<file path="src/rtl/mem_bus_arbiter.sv">
// mem_bus_arbiter
//   Shares one 8-bit memory bus between the CPU (port 0) and the DMA/IO
//   engine (port 1). Each access is a fixed-latency transaction:
//   grant -> WAIT_STATES+1 cycles of mem_en -> one-cycle ack.
//   Simultaneous requests are resolved either round-robin or with fixed CPU
//   priority. A port may hold the bus across several accesses with lock.
//
// Parameters
//   WAIT_STATES   extra memory cycles per access (0..15)
//   CPU_PRIORITY  1: port 0 always wins a tie, 0: round-robin
//
// Ports
//   clk, reset_cycle         clock (rising edge), async active-high reset
//   req, lock, we [1:0]      per-port request / bus hold / write enable
//   addr0/1, wdata0/1        per-port address and write data
//   gnt [1:0]                one-hot owner (level)
//   ack [1:0]                one-cycle completion pulse to the owner
//   rdata                    read data, holds until the next read completes
//   busy                     FSM is not idle
//   mem_en, mem_we           memory access / write strobes
//   mem_addr, mem_wdata      memory address / write data
//   mem_rdata                memory read data, valid on the final access cycle
module mem_bus_arbiter #(
  parameter int unsigned WAIT_STATES  = 0,
  parameter int unsigned CPU_PRIORITY = 0
) (
  input  logic       clk,
  input  logic       reset_cycle,
  input  logic [1:0] req,
  input  logic [1:0] lock,
  input  logic [1:0] we,
  input  logic [7:0] addr0,
  input  logic [7:0] addr1,
  input  logic [7:0] wdata0,
  input  logic [7:0] wdata1,
  output logic [1:0] gnt,
  output logic [1:0] ack,
  output logic [7:0] rdata,
  output logic       busy,
  output logic       mem_en,
  output logic       mem_we,
  output logic [7:0] mem_addr,
  output logic [7:0] mem_wdata,
  input  logic [7:0] mem_rdata
);

  localparam logic [3:0] WAIT_INIT = 4'(WAIT_STATES);

  typedef enum logic [1:0] {
    IDLE   = 2'd0,
    ACCESS = 2'd1,
    ACK    = 2'd2
  } state_t;

  state_t      state_q, state_d;
  logic [3:0]  wait_cnt_q, wait_cnt_d;
  logic        locked_q, locked_d;
  logic        owner_q, owner_d;
  logic        last_owner_q, last_owner_d;
  logic [1:0]  gnt_q, gnt_d;
  logic [1:0]  ack_q, ack_d;
  logic [7:0]  rdata_q, rdata_d;
  logic        busy_q, busy_d;
  logic        mem_en_q, mem_en_d;
  logic        mem_we_q, mem_we_d;
  logic [7:0]  mem_addr_q, mem_addr_d;
  logic [7:0]  mem_wdata_q, mem_wdata_d;

  // start/start_port: an access begins this cycle for the given port
  logic        start;
  logic        start_port;

  always_comb begin
    state_d      = state_q;
    wait_cnt_d   = wait_cnt_q;
    locked_d     = locked_q;
    owner_d      = owner_q;
    last_owner_d = last_owner_q;
    gnt_d        = gnt_q;
    ack_d        = 2'b00;
    rdata_d      = rdata_q;
    mem_en_d     = mem_en_q;
    mem_we_d     = mem_we_q;
    mem_addr_d   = mem_addr_q;
    mem_wdata_d  = mem_wdata_q;
    start        = 1'b0;
    start_port   = owner_q;

    unique case (state_q)
      IDLE: begin
        if (locked_q) begin
          // Bus is held: only the owner is served. Releasing the lock frees
          // the bus this cycle; arbitration resumes on the next one.
          if (!lock[owner_q]) begin
            locked_d = 1'b0;
            gnt_d    = 2'b00;
          end else if (req[owner_q]) begin
            start      = 1'b1;
            start_port = owner_q;
          end
        end else begin
          unique case (req)
            2'b01: begin
              start      = 1'b1;
              start_port = 1'b0;
            end
            2'b10: begin
              start      = 1'b1;
              start_port = 1'b1;
            end
            2'b11: begin
              start      = 1'b1;
              start_port = (CPU_PRIORITY != 0) ? 1'b0 : ~last_owner_q;
            end
            default: begin
              start = 1'b0;
            end
          endcase
        end
      end

      ACCESS: begin
        if (wait_cnt_q == 4'd0) begin
          // rdata only moves on reads so it survives intervening writes
          if (!mem_we_q) begin
            rdata_d = mem_rdata;
          end
          mem_en_d       = 1'b0;
          mem_we_d       = 1'b0;
          ack_d[owner_q] = 1'b1;
          last_owner_d   = owner_q;
          state_d        = ACK;
        end else begin
          wait_cnt_d = wait_cnt_q - 4'd1;
        end
      end

      ACK: begin
        if (lock[owner_q] && req[owner_q]) begin
          // Locked back-to-back access skips IDLE entirely
          start      = 1'b1;
          start_port = owner_q;
        end else if (lock[owner_q]) begin
          locked_d = 1'b1;
          state_d  = IDLE;
        end else begin
          gnt_d    = 2'b00;
          locked_d = 1'b0;
          state_d  = IDLE;
        end
      end

      default: begin
        state_d = IDLE;
      end
    endcase

    if (start) begin
      owner_d     = start_port;
      gnt_d       = start_port ? 2'b10 : 2'b01;
      mem_addr_d  = start_port ? addr1 : addr0;
      mem_wdata_d = start_port ? wdata1 : wdata0;
      mem_we_d    = we[start_port];
      mem_en_d    = 1'b1;
      wait_cnt_d  = WAIT_INIT;
      state_d     = ACCESS;
    end

    busy_d = (state_d != IDLE);
  end

  always_ff @(posedge clk or posedge reset_cycle) begin
    if (reset_cycle) begin
      state_q      <= IDLE;
      wait_cnt_q   <= 4'd0;
      locked_q     <= 1'b0;
      owner_q      <= 1'b0;
      last_owner_q <= 1'b1;
      gnt_q        <= 2'b00;
      ack_q        <= 2'b00;
      rdata_q      <= 8'h00;
      busy_q       <= 1'b0;
      mem_en_q     <= 1'b0;
      mem_we_q     <= 1'b0;
      mem_addr_q   <= 8'h00;
      mem_wdata_q  <= 8'h00;
    end else begin
      state_q      <= state_d;
      wait_cnt_q   <= wait_cnt_d;
      locked_q     <= locked_d;
      owner_q      <= owner_d;
      last_owner_q <= last_owner_d;
      gnt_q        <= gnt_d;
      ack_q        <= ack_d;
      rdata_q      <= rdata_d;
      busy_q       <= busy_d;
      mem_en_q     <= mem_en_d;
      mem_we_q     <= mem_we_d;
      mem_addr_q   <= mem_addr_d;
      mem_wdata_q  <= mem_wdata_d;
    end
  end

  assign gnt       = gnt_q;
  assign ack       = ack_q;
  assign rdata     = rdata_q;
  assign busy      = busy_q;
  assign mem_en    = mem_en_q;
  assign mem_we    = mem_we_q;
  assign mem_addr  = mem_addr_q;
  assign mem_wdata = mem_wdata_q;

endmodule
</file>
<file path="config.mk">
export PLATFORM = sky130hd
export DESIGN_NAME = mem_bus_arbiter
export DESIGN_NICKNAME = d
export VERILOG_FILES = /design/src/rtl/mem_bus_arbiter.sv
export SDC_FILE = /design/constraint.sdc
export NUM_CORES = 1
export LEC_CHECK = 0
export ABC_AREA = 0
export CAP_MARGIN = 40
export CELL_PAD_IN_SITES_DETAIL_PLACEMENT = 1
export CELL_PAD_IN_SITES_GLOBAL_PLACEMENT = 2
export CORE_ASPECT_RATIO = 0.9
export CORE_MARGIN = 5
export CORE_UTILIZATION = 27
export CTS_CLUSTER_DIAMETER = 30
export DETAILED_ROUTE_END_ITERATION = 10
export MAX_ROUTING_LAYER = met4
export PLACE_DENSITY_LB_ADDON = 0.1
export SETUP_SLACK_MARGIN = 0.05
export SKIP_CTS_REPAIR_TIMING = 1
export SLEW_MARGIN = 30
export SYNTH_ARGS = -nofsm -noshare
export SYNTH_HDL_FRONTEND = slang
export SYNTH_SLANG_ARGS = --single-unit
</file>
<file path="constraint.sdc">
create_clock -name clk -period 4.09 [get_ports clk]
set_input_delay 1.227 -clock clk [delete_from_list [all_inputs] [get_ports clk]]
set_output_delay 1.227 -clock clk [all_outputs]
set_load 0.02 [all_outputs]
</file>
==> run_results.csv <==
group,metric,value,unit
outcome,run_status,"complete, no violations",
critical_path,slowest_delay,550,ps
sta,maxSlewViolCount,0,
critical_path,path_delay_family,"buffers and inverters",
logic_synthesis,synth_area_per_cell,11.60,sq um
sta,rsz0062_at_grt,"false",
logic_synthesis,syn_nets,207,
logic_synthesis,yosys.area.top_type,"dfrtp_1",
floorplanning,dieArea,0.008492,sq mm
critical_path,slowest_stage,"clkdlybuf4s50_1",
critical_path,cp-start-kind,"primary input",
sta,maxSlewHeadroom,0.6452,
placement,io_buffers,78,
detailed_routing,drc,0,
power,p_leak,1.178,nW
floorplanning,die_w,96.59,microns
placement,dp_cells,322,
power,irDropWorstVdd,308.8,uV
floorplanning,rows,28,
power,power_density,801.5,mW/mm^2
layout,fin_cells,331,
sta,hold_viol,0,
power,total_power,2.239,mW
placement,pre_cts_ws,773.6,ps
clock_network,cts_tree,"done",
sta,period_share,0.7299,
critical_path,cp_num_buf_inv,2,
critical_path,end_kind,"register",
placement,dpl_cell_area,0.002703,sq mm
critical_path,crit_path_max_fanout,19,
logic_synthesis,yosysSeqAreaShare,0.5501,
logic_synthesis,syn_inst,157,
logic_synthesis,syn_area,0.001822,sq mm
global_route,grt_antenna_before_repair,0,
sta,worstMarginPinSlew,527.4,ps
sta,fin_skew,6.154,ps
layout,layout_commonest_cell,"clkdlybuf4s50_1",
clock_network,clock_sinks,40,
global_route,gr-usage-all-layers,0.1261,
clock_network,clkTransAtPathRegs,80,ps
run,cap_violations,0,
critical_path,cp.arrival,3150,ps
critical_path,path_class,"primary input to register",
global_route,grt_max_degree,43,
detailed_routing,ant_nets,0,
floorplanning,ios,79,
layout,final_nets,290,
critical_path,crit_chain,"clkdlybuf4s50_1 -> or4b_1 -> a22oi_2 -> buf_4 -> mux2i_1 -> a21oi_2",
clock_network,cts_buffer_depth,2,
logic_synthesis,synth.area.top_cells,"dfrtp_1 (54%), mux2i_1 (10%), mux2_2 (4.9%)",
sta,period_needed,2985,ps
sta,setup_slack,1105,ps
clock_network,clock-root-buffer,"clkbuf_8",
sta,fmax,0.3350,GHz
critical_path,cp.required,4250,ps
layout,syn_to_final_growth,53.37,%
global_route,grt_pass1_wl,8024,microns
detailed_routing,drt_first_pass_iters,4,
floorplanning,start_util,0.2766,
clock_network,cts_buffers,5,
layout,finish.utilization,0.4242,
sta,tns,0,ps
layout,final_cell_mix,"clkdlybuf4s50_1 (78), dfrtp_1 (39), nor2_1 (21)",
detailed_routing,drt-initial-drc-count,29,
detailed_routing,wl_per_cell,14.89,microns
placement,dp_hpwl,3703,microns
global_route,grt_overflow,0,
logic_synthesis,synth_top_area_frac,0.5357,
clock_network,clkLatencyLatePin,280,ps
hold_path,hold_class,"register to register",
floorplanning,core,0.006586,sq mm
placement,gp_routability_congestion,0.8349,
logic_synthesis,synth_warnings,0,
global_route,grt_pass1_vias,1639,
layout,fin_area,0.002794,sq mm
layout,drive_gt1_frac,0.1328,
floorplanning,fp.dieH,87.93,microns
detailed_routing,vias_per_cell,4.408,
logic_synthesis,synth-seq-cells,40,
layout,insertedDiodeCount,0,
logic_synthesis,synth_cell_type_count,36,
clock_network,cts_max_level,2,
sta,holdWs,478.3,ps
detailed_routing,wl,4929,microns
detailed_routing,vias,1459,
sta,setup_viol,0,
[power breakdown]
group / internal, mW / switching (mW) / leakage (nW)
clock: 0.121 / 0.133 / 0.0395
combinational: 0.607 / 0.653 / 0.670
sequential: 0.594 / 0.131 / 0.469
total: 1.32 / 0.917 / 1.18
[area by class of cell]
cell class / instances / area (sq um)
fill: 756 / 3792
sequential: 40 / 1002
timing repair buffer: 82 / 814.5
multi-input combinational: 105 / 762.0
tap: 90 / 112.6
clock buffer: 8 / 80.08
inverter: 6 / 22.52
[flip-flops by register name, indices dropped and copies added, names as in the netlist]
| register | count |
|---|---|
| mem_wdata | 8 |
| busy | 1 |
| last_owner_q | 1 |
| locked_q | 1 |
| gnt | 2 |
| wait_cnt_q | 4 |
| mem_we | 1 |
| ack | 2 |
| state_q | 2 |
| mem_addr | 8 |
| rdata | 8 |
| mem_en | 1 |
| owner_q | 1 |
[path summary, 6_finish.rpt]
path                            cells past startpoint      endpoint  slack, ps          start
worst max-delay path                                6   mem_addr[3]       1100         req[0]
worst min-delay path                                1        mem_en        480         mem_en
worst max register to register                      6      rdata[2]       1940  wait_cnt_q[0]
worst min register to register                      1        mem_en        480         mem_en
max in group asynchronous                           3  last_owner_q       2180    reset_cycle
min in group asynchronous                           2  mem_wdata[5]       1220    reset_cycle
[synthesized netlist by cell type, drive strengths merged]
cell / count
or3b: 1
a21oi: 19
inv: 6
buf: 4
a21o: 2
dfrtp: 39
a22oi: 1
nor3b: 1
or4b: 1
mux2i: 19
and3: 1
nor4: 1
a41oi: 1
o21ai: 1
nor2: 22
dfstp: 1
nor3: 2
a311oi: 1
nand2b: 1
or2: 3
a211oi: 1
nand3: 5
xnor2: 1
mux2: 8
nor2b: 1
xor2: 2
nand3b: 1
nor4b: 2
clkbuf: 2
nand2: 5
ha: 2
[per-layer routing]
metal / track usage / vias up / routed length, microns
li1: - / 710 / -
met1: 0.1523 / 700 / 2158
met2: 0.2018 / 44 / 2384
met3: 0.04467 / 5 / 349
met4: 0.03057 / 0 / 37
met5: - / - / 0
[logic make-up (layout without fill, tap and decap cells)]
logic type | after synthesis | in the layout | share of synthesized area
AOI/OAI and AO/OA | 26 | 26 | 0.09890
xor gates and xnor gates | 3 | 3 | 0.01443
and+or+nand+nor | 47 | 47 | 0.1285
adders and majority gates | 2 | 2 | 0.01373
DFF | 40 | 40 | 0.5501
buffers and inverters | 12 | 96 | 0.04052
muxes | 27 | 27 | 0.1538
Note: power is estimated with default switching activity, not from simulation.
